<file path="src/rtl/mips_instr_encoder.sv">
// mips_instr_encoder: encodes mnemonic+field requests into MIPS words and writes them sequentially to instruction memory.
// Optional ILLEGAL_TRAP_EN: ops 14/15 raise a sticky err instead of being written as NOP.
module mips_instr_encoder #(
    parameter int ADDR_W = 6,
    parameter int DEPTH  = 64
) (
    input  logic              clk,
    input  logic              rst,
    input  logic              in_valid,
    output logic              in_ready,
    input  logic [3:0]        op,
    input  logic [4:0]        rs,
    input  logic [4:0]        rt,
    input  logic [4:0]        rd,
    input  logic [15:0]       imm,
    input  logic [25:0]       target,
    input  logic              flush,
    input  logic              restart,
    output logic              mem_we,
    output logic [ADDR_W-1:0] mem_addr,
    output logic [31:0]       mem_wdata,
    output logic [ADDR_W:0]   count,
    output logic              full,
    output logic              done,
    output logic              err
);
    typedef enum logic [1:0] {IDLE, WRITE, DONE} state_t;
    state_t state, nxt;
    logic live, acc, trap;
    logic [31:0] enc, word;
    logic [ADDR_W:0] cnt;
    // live keeps in_ready low until the first edge out of reset
    assign full      = cnt == (ADDR_W+1)'(DEPTH);
    assign in_ready  = live && state == IDLE && !full;
    assign acc       = in_valid && in_ready;
    assign mem_we    = state == WRITE;
    assign mem_addr  = cnt[ADDR_W-1:0];
    assign mem_wdata = word;
    assign count     = cnt;
    assign done      = state == DONE;
`ifdef ILLEGAL_TRAP_EN
    logic err_q;
    assign trap = op[3] & op[2] & op[1];
    assign err  = err_q;
    always_ff @(posedge clk or posedge rst)
        if (rst) err_q <= 1'b0;
        else if (state == DONE && restart) err_q <= 1'b0;
        else if (acc && trap) err_q <= 1'b1;
`else
    assign trap = 1'b0;
    assign err  = 1'b0;
`endif
    always_comb begin
        enc = 32'h0;
        case (op)
            4'd0:  enc = {6'b000000, rs, rt, rd, 5'b0, 6'b100000};
            4'd1:  enc = {6'b000000, rs, rt, rd, 5'b0, 6'b100010};
            4'd2:  enc = {6'b000000, rs, rt, rd, 5'b0, 6'b100100};
            4'd3:  enc = {6'b000000, rs, rt, rd, 5'b0, 6'b100101};
            4'd4:  enc = {6'b000000, rs, rt, rd, 5'b0, 6'b101010};
            4'd5:  enc = {6'b001000, rs, rt, imm};
            4'd6:  enc = {6'b001100, rs, rt, imm};
            4'd7:  enc = {6'b001101, rs, rt, imm};
            4'd8:  enc = {6'b001010, rs, rt, imm};
            4'd9:  enc = {6'b100011, rs, rt, imm};
            4'd10: enc = {6'b101011, rs, rt, imm};
            4'd11: enc = {6'b000100, rs, rt, imm};
            4'd12: enc = {6'b000010, target};
            default: enc = 32'h0;
        endcase
    end
    always_comb begin
        nxt = state == WRITE ? IDLE :
              state == DONE  ? (restart ? IDLE : DONE) :
              acc            ? (trap ? IDLE : WRITE) :
              flush          ? DONE : IDLE;
    end
    // the write address is the count itself, so no separate pointer is kept
    always_ff @(posedge clk or posedge rst)
        if (rst) begin
            state <= IDLE;
            live  <= 1'b0;
            cnt   <= '0;
            word  <= '0;
        end else begin
            live  <= 1'b1;
            state <= nxt;
            if (acc) word <= enc;
            if (state == WRITE) cnt <= cnt + 1'b1;
            else if (state == DONE && restart) cnt <= '0;
        end
endmodule

</file>
<file path="config.mk">
export PLATFORM = sky130hd
export DESIGN_NAME = mips_instr_encoder
export DESIGN_NICKNAME = d
export VERILOG_FILES = /design/src/rtl/mips_instr_encoder.sv
export SDC_FILE = /design/constraint.sdc
export NUM_CORES = 1
export LEC_CHECK = 0
export CORE_UTILIZATION = 40
export DETAILED_ROUTE_END_ITERATION = 16
export PLACE_DENSITY = 0.85
export SYNTH_ARGS = -nofsm -noshare
export SYNTH_HDL_FRONTEND = slang
export SYNTH_SLANG_ARGS = --single-unit
</file>
<file path="constraint.sdc">
create_clock -name clk -period 2.3 [get_ports clk]
set_clock_uncertainty 0.2 [all_clocks]
set_input_delay 0.575 -clock clk [delete_from_list [all_inputs] [get_ports clk]]
set_output_delay 0.575 -clock clk [all_outputs]
set_load 0.05 [all_outputs]
</file>
==> impl_results.md <==
- Routed WL per cell: around 15 microns
- Initial DRC count: ~130
- IO Pins: 116
- Post-DP HPWL: approximately 5300 microns
- Worst hold slack: around 0.28 ns
- Static leakage: 0.001657 uW
- Power Dens Cells: between 1000 and 1500 mW/mm^2
- Gr ovfl total: 0
- CTS Buf Count: 5
- Final Hold Vio Count: 0
- Routed WL: 6906 microns
- Area of the multi-input gates: ~0.0012 sq mm
- GPL Wtd Cong: 0.8960
- Worst slew pin tran: 0.6794 ns
- Crit Path Max Fanout: 2
- Placed standard-cell area: 0.003627 sq mm
- Final setup fails: 2
- Mapped Cells: between 200 and 300
- Sequential Area: 0.001030 sq mm
- Worst-case vdd ir drop: 0.0005934 V
- First-pass GRT wire length: about 12000 microns
- Failing checks: setup timing
- Clk_lat worst skew: approximately 0.28 ns
- Max Slew Vio Count: 0
- Status: finished, violations left
- Diode count: 0
- Synthesis Warnings: 0
- Family with the most delay on the worst path: simple AND/OR/NAND/NOR gates
- Synthesized cell area: about 0.0024 sq mm
- Clk sinks: 41
- Design Area, Final: between 0.003 and 0.004 sq mm
- Max Freq: approximately 0.42 GHz
- Total design power: between 4000 and 5000 uW
- DR vias/cell: between 5 and 6
- RSZ-0062 raised after global routing: yes
- Worst path bufs/invs: 1
- CTS tree: done
- Syn_area_per_cell: 8.447 sq um
- Chip width: between 70 and 80 microns
- Largest net degree at the start of global routing: 28
- P&R area growth vs syn: 59.52%
- DRC: 0
- Antenna violations before repair: 0
- Final cycle utilization of the critical path: 1.030
- Dpl ws: -0.1280 ns
- H-Tree Depth: 2
- Most frequent cells in the layout: 87 x clkdlybuf4s50_1, 51 x nand2_1, 48 x o21ai_0
- Relative slew slack: 0.5442
- PnR worst setup slack: -0.06910 ns
- Distinct cells, synth: 39
- Die Y: just under 80 microns
- Commonest non-fill, non-tap cell in the layout: clkdlybuf4s50_1
- Port Buffer Count: 113
- DR vias: 2560
- Crit path top cell by count: nor2_4
- Register area share after synthesis: 0.4323
- Max incr delay on CP: around 0.56 ns
- CTS root buf: clkbuf_8
- Core area: 0.005608 sq mm
- CP Class: reg2out
- Fill cells: approximately 450
- CTS clk-pin slew, worst paths: 0.08 ns
- Clock buffer depth: 2
- Setup crit end kind: output pin
- CP startpoint kind: flip-flop
- Final #Nets: 463
- CP Data Required Time: between 1.5 and 2 ns
- Vias in the first global route: approximately 2.5k
- Drt pass-1 iters: 5
- Rows: 27
- Maxcap violations: 0
- Worst Hold Class: reg2reg
- Tmin final: approximately 2.4 ns
- Share of layout cells above drive strength 1: 0.1742
- Slowest-stage cell, CP: or4_4
- Cts hold-fix bufs: 0
- Crit path cell chain: or4_4 > nor2_4 > nor2_4 > buf_6
- Tot GR Track Use: 0.2338
- Register bit count reported by yosys: 41
- Critical path data arrival time: 1.59 ns
- Initial Util: 0.4232
- Die Footprint: between 0.006 and 0.007 sq mm
- DRT antenna net count: 0
state kept, by name, summed over array words and instances, names as in the netlist:
signal     cells
mem_wdata     31
count          7
state          2
live           1
final timing paths:
path / endpoint / start / depth (start not counted) / slack, ns
worst max register to register: mem_wdata[9] / count[4] / 6 / 0.10
max in group asynchronous: count[4] / rst / 3 / 1.00
worst min register to register: mem_wdata[18] / mem_wdata[18] / 2 / 0.28
worst min-delay path: mem_wdata[18] / mem_wdata[18] / 2 / 0.28
min in group asynchronous: mem_wdata[15] / rst / 2 / 0.41
worst max-delay path: in_ready / count[4] / 4 / -0.07
cell usage after synthesis, drive strengths merged:
master | number | area share
nand4 | 2 | 0.0053
nand3 | 4 | 0.0084
o22ai | 11 | 0.029
o2111ai | 1 | 0.0063
o211ai | 2 | 0.0063
or2 | 1 | 0.0026
a311oi | 1 | 0.0037
ha | 2 | 0.011
nor3b | 2 | 0.0063
a31o | 1 | 0.0037
a21oi | 7 | 0.015
dfrtp | 41 | 0.43
a221oi | 5 | 0.018
buf | 18 | 0.053
a22oi | 16 | 0.051
clkbuf | 12 | 0.019
a21boi | 1 | 0.0032
a32o | 1 | 0.0042
nand2b | 3 | 0.0079
o31ai | 5 | 0.016
or4 | 1 | 0.0047
a21o | 1 | 0.0032
a22o | 2 | 0.0074
o21bai | 1 | 0.0047
o21ai | 48 | 0.10
nor2 | 15 | 0.025
nand3b | 1 | 0.0032
xor2 | 1 | 0.0037
conb | 2 | 0.0032
mux2i | 6 | 0.025
nand2 | 51 | 0.081
a31oi | 5 | 0.016
nor2b | 3 | 0.0079
inv | 8 | 0.013
tightest hold or removal path, cell delays in order, from the launching register on:
cell and delay, ns:
dfrtp_1 0.34, nand2_1 0.04, o21ai_0 0.06
cell type report:
cell class	count	share of cell area
timing repair buffer	136	0.3503
clock buffer	5	0.01818
multi-input combinational	203	0.3106
clock inverter	3	0.01718
tap	72	0.02379
sequential	41	0.2720
inverter	8	0.007931
per-stage QoR:
| stage | utilization | cells | setup TNS [ns] |
|---|---|---|---|
| 6_report | 0.6751 | 468 | -0.1078 |
| 5_1_grt | 0.6751 | 468 | -0.2275 |
| 3_3_place_gp | 0.6468 | 458 | 0 |
| 4_1_cts | 0.6740 | 468 | -0.1338 |
| 2_1_floorplan | - | 282 | -0.07230 |
| 3_5_place_dp | 0.6468 | 458 | -0.5327 |
cell families after synthesis:
family,synth area share
XOR/XNOR,0.003691
buffers and inverters,0.08487
AO/OA/AOI/OAI,0.2884
flip-flops,0.4323
AND/OR/NAND/NOR,0.1518
adder cells (fa/ha/maj),0.01054
multiplexers,0.02530
other,0.003164
per-layer routing:
metal / track usage / share of wire
met4: 0.06727 / 0.010
met1: 0.3055 / 0.41
met5: 0 / 0
met2: 0.4000 / 0.49
met3: 0.03448 / 0.082
power breakdown:
| group | switching (uW) | internal [uW] |
|---|---|---|
| Sequential | 174 | 991 |
| Clock | 247 | 431 |
| Combinational | 1500 | 789 |
| Total | 1930 | 2210 |
repair_timing:
action                                  4_1_cts  5_1_grt
endpoints found under the setup margin        2        5
pin swaps                                     2        0
gates resized for setup                       1        2
endpoints found under the hold margin         0        0
setup buffers                                 2        0
Power figures use the tool's default switching activity.
